--- src/rtl/l2_flush_sequencer.sv ---
// Full-L2 flush sequencer: drains MSHRs, walks every set/way one step at a time,
// drains trailing writebacks, then pulses flush_done. Optional stats: L2_FLUSH_STATS_EN.
module l2_flush_sequencer #(
  parameter int unsigned L2_SETS = 256,
  parameter int unsigned L2_WAYS = 8,
  parameter int unsigned N_MSHR  = 4,
  localparam int unsigned SET_W  = $clog2(L2_SETS),
  localparam int unsigned WAY_W  = $clog2(L2_WAYS),
  localparam int unsigned CNT_W  = $clog2(N_MSHR + 1)
) (
  input  logic             clk,
  input  logic             rst,
  input  logic             flush_valid,
  output logic             flush_ready,
  input  logic             decode_en,
  input  logic             fwd_in_valid,
  input  logic [CNT_W-1:0] mshr_cnt,
  output logic             step_issue,
  output logic [SET_W-1:0] step_set,
  output logic [WAY_W-1:0] step_way,
  input  logic             step_done,
  output logic             ongoing_flush,
  output logic             flush_done
`ifdef L2_FLUSH_STATS_EN
  ,
  output logic [31:0]      flush_cycles,
  output logic [31:0]      flush_steps
`endif
);

  typedef enum logic [2:0] {
    StIdle,
    StDrain,
    StWalk,
    StWait,
    StFinish
  } state_e;

  localparam logic [CNT_W-1:0] MshrAll = CNT_W'(N_MSHR);
  localparam logic [SET_W-1:0] SetLast = SET_W'(L2_SETS - 1);
  localparam logic [WAY_W-1:0] WayLast = WAY_W'(L2_WAYS - 1);

  state_e           state_q, state_d;
  logic [SET_W-1:0] set_q, set_d;
  logic [WAY_W-1:0] way_q, way_d;
  logic             done_q, done_d;

  logic mshr_all;
  logic accept;

  assign mshr_all      = (mshr_cnt == MshrAll);
  assign flush_ready   = (state_q == StIdle);
  assign accept        = flush_ready && flush_valid;
  // Forwards keep the decode slot; a step also needs at least one free MSHR.
  assign step_issue    = (state_q == StWalk) && decode_en && !fwd_in_valid &&
                         (mshr_cnt != '0);
  assign step_set      = set_q;
  assign step_way      = way_q;
  assign ongoing_flush = (state_q != StIdle);
  assign flush_done    = done_q;

  always_comb begin
    state_d = state_q;
    set_d   = set_q;
    way_d   = way_q;
    done_d  = 1'b0;
    unique case (state_q)
      StIdle: begin
        if (accept) begin
          state_d = StDrain;
          set_d   = '0;
          way_d   = '0;
        end
      end
      StDrain: begin
        if (mshr_all) state_d = StWalk;
      end
      StWalk: begin
        if (step_issue) state_d = StWait;
      end
      StWait: begin
        if (step_done) begin
          if (way_q == WayLast && set_q == SetLast) begin
            state_d = StFinish;
          end else if (way_q == WayLast) begin
            way_d   = '0;
            set_d   = set_q + SET_W'(1);
            state_d = StWalk;
          end else begin
            way_d   = way_q + WAY_W'(1);
            state_d = StWalk;
          end
        end
      end
      StFinish: begin
        if (mshr_all) begin
          state_d = StIdle;
          done_d  = 1'b1;
        end
      end
      default: state_d = StIdle;
    endcase
  end

  always_ff @(posedge clk) begin
    if (rst) begin
      state_q <= StIdle;
      set_q   <= '0;
      way_q   <= '0;
      done_q  <= 1'b0;
    end else begin
      state_q <= state_d;
      set_q   <= set_d;
      way_q   <= way_d;
      done_q  <= done_d;
    end
  end

`ifdef L2_FLUSH_STATS_EN
  logic [31:0] cycles_q, cycles_d;
  logic [31:0] steps_q, steps_d;

  // Both counters saturate rather than wrap.
  always_comb begin
    cycles_d = cycles_q;
    steps_d  = steps_q;
    if (accept) begin
      cycles_d = '0;
      steps_d  = '0;
    end else begin
      if (ongoing_flush && !(&cycles_q)) cycles_d = cycles_q + 32'd1;
      if (step_issue && !(&steps_q))     steps_d  = steps_q + 32'd1;
    end
  end

  always_ff @(posedge clk) begin
    if (rst) begin
      cycles_q <= '0;
      steps_q  <= '0;
    end else begin
      cycles_q <= cycles_d;
      steps_q  <= steps_d;
    end
  end

  assign flush_cycles = cycles_q;
  assign flush_steps  = steps_q;
`endif

endmodule

--- config.mk ---
export PLATFORM = sky130hd
export DESIGN_NAME = l2_flush_sequencer
export DESIGN_NICKNAME = d
export VERILOG_FILES = /design/src/rtl/l2_flush_sequencer.sv
export SDC_FILE = /design/constraint.sdc
export NUM_CORES = 1
export LEC_CHECK = 0
export CORE_AREA = 2 2 46 48
export CTS_BUF_LIST = sky130_fd_sc_hd__clkbuf_8
export DETAILED_ROUTE_END_ITERATION = 10
export DIE_AREA = 0 0 48 50
export MAX_ROUTING_LAYER = met4
export PLACE_DENSITY = 0.89
export RECOVER_POWER = 100
export SLEW_MARGIN = 15
export SYNTH_ARGS = -nofsm -noshare
export SYNTH_HDL_FRONTEND = slang
export SYNTH_SLANG_ARGS = --single-unit
--- constraint.sdc ---
create_clock -name clk -period 2.7 [get_ports clk]
set_input_delay 0.54 -clock clk [delete_from_list [all_inputs] [get_ports clk]]
set_output_delay 0.54 -clock clk [all_outputs]
set_load 0.005 [all_outputs]
==> results.ini <==
[run_status]
status=finished with violations
violations=design-rule violations

[cells_and_area]
drive_gt1_frac=0.0458
area_growth_pct=32.9
nets=144
antenna_cells=0
fill_cells=172
final_cell_mix=15 x dfxtp_1, 15 x dlygate4sd3_1, 13 x a21oi_1

[timing]
finalCriticalPeriod_ns=2.49
tightest_slew_ns=0.405
max_freq_ghz=0.402
rsz0062_at_grt=no
skew_ns=0.00386
final-max-slew-violation-count=0
setup_viol=0
period_share=0.921
hold_viol=0
relSlewSlack=0.726
setup_tns_ns=0

[floorplan]
die-height_um=50
die_area_sq_mm=0.00240
ios=24
initial_core_util=0.466
core_sq_mm=0.00190
rows=16
fp.dieW_um=48

[routing]
viasPerCell=6.09
first_iter_violations=20
vias=963
antenna_left=0
drt_pass1_iterations=8
wl_um=2370
wl_per_cell_um=15.0
drcViolationCount=1

[global_route]
grt_pass1_wl_um=3860
grt_overflow=0
grt_pass1_vias=905
grt_usage=0.229
antenna_found_initial=0
grt_max_degree=16

[clocking]
path_clk_slew_ns=0.06
cts_buffers=3
clock-sinks=15
cts_root_buf=clkbuf_8
cts_hold_buf=0
post-cts-setup-buffers=0
cts_resized=0
htreeDepth=1
cts_tree=yes
clk_latency_ns=0.25
clock_path_buffers=2

[power_and_ir_drop]
irDropWorstVdd_mv=0.271
p_leak_uw=0.000452
total_power_uw=483
p_per_area_mw_per_mm2=410

[critical_path]
critPathArrivalTime_ns=1.95
reg2reg_from=step_way[0]
path_class=in -> out
startpoint_type=input port
endpoint_kind=output port
required_ns=2.16
cp_max_fo=4
critPathLaunch=mshr_cnt[2]

[yosys]
synth_cell_types=38
synth_top_area_cell=dfxtp_1
synth_nets=118
netlist_instances=106
seq_area_frac_synth=0.339
avgSynthCellArea_sq_um=8.36
ys_ff_latch=15
synth_area_leaders=dfxtp_1 34%, a21oi_1 7.3%, ha_1 4.2%
synth_top_area_share=0.339
ys_warn_count=0
netlist_area_sq_um=886

[placed_design]
dp_hpwl_um=1740
place_congestion=0.885
port_buffers=23

[hold_path]
hp-class=reg -> reg
min_from=step_way[0]

[job]
max_cap_violations=0

cells by family after synthesis:
| kind of cell | synth area share |
|---|---|
| and+or+nand+nor | 0.290 |
| AOI/OAI and AO/OA | 0.287 |
| DFF | 0.339 |
| buffers and inverters | 0.0424 |
| adders and majority gates | 0.0424 |
cells in the mapped netlist (all sizes together):
master   n
a31oi    2
o31ai    1
inv      3
nor3     6
a21o     1
nor3b    1
clkbuf   4
nor4     1
a31o     1
o31a     1
nand2    5
a22oi    1
and4     1
ha       3
nand3b   2
nor2     5
nand3    2
o21a     1
buf      1
nand4    5
or3      3
o211ai   2
a21boi   1
a32oi    1
a21oi   13
and3b    1
and2     2
or3b     1
or4      5
a211o    1
a22o     2
and3     2
o21ai    4
o311ai   2
nand4b   1
o41ai    1
a41oi    2
dfxtp   15
final timing paths:
check                endpoint  depth (start not counted)  slack (ns)
hold reg to reg   step_way[0]                          2        0.51
setup / recovery   step_issue                          4        0.21
hold / removal    step_way[0]                          2        0.51
setup reg to reg  step_set[2]                          7        0.58
routing by layer:
layer / vias to the layer above / track usage / share of wire
li1: 472 / - / -
met1: 448 / 0.242 / 0.40
met2: 38 / 0.376 / 0.52
met3: 5 / 0.0440 / 0.061
met4: 0 / 0.135 / 0.020
met5: - / - / 0
state kept, by name (all words and copies together) (netlist names):
| name | flops |
|---|---|
| flush_done | 1 |
| step_set | 8 |
| step_way | 3 |
| state_q | 3 |
power by group:
group	internal, uW	leakage (uW)	switching, uW
sequential	225	0.000121	9.48
combinational	35.7	0.000304	34.5
clock	101	0.0000269	77.9
total	361	0.000452	122
layout make-up:
class,instances,area (sq um),area share
repair buffers,26,249,0.211
flip-flops and latches,15,300,0.255
clock inverters,1,3.75,0.00319
inverters,3,11.3,0.00956
clock buffers,3,41.3,0.0351
well taps,27,33.8,0.0287
multi-input cells,83,538,0.457
critical path, cell delays in order:
cell and delay [ns]:
clkdlybuf4s50_1 0.51, o311ai_0 0.15, nor3b_1 0.22, clkdlybuf4s50_1 0.53
through the flow:
stage	instance area [sq um]	hold WS [ns]	worst slack (ns)	utilization	std cells
5_1_grt	1180	0.526	0.153	0.619	158
4_1_cts	1190	0.512	0.199	0.626	158
3_5_place_dp	1150	0.504	0.213	0.603	154
2_1_floorplan	886	0.485	0.786	-	106
3_3_place_gp	1150	0.489	0.224	0.603	154
6_report	1180	0.505	0.214	0.619	158
Power figures use the tool's default switching activity.
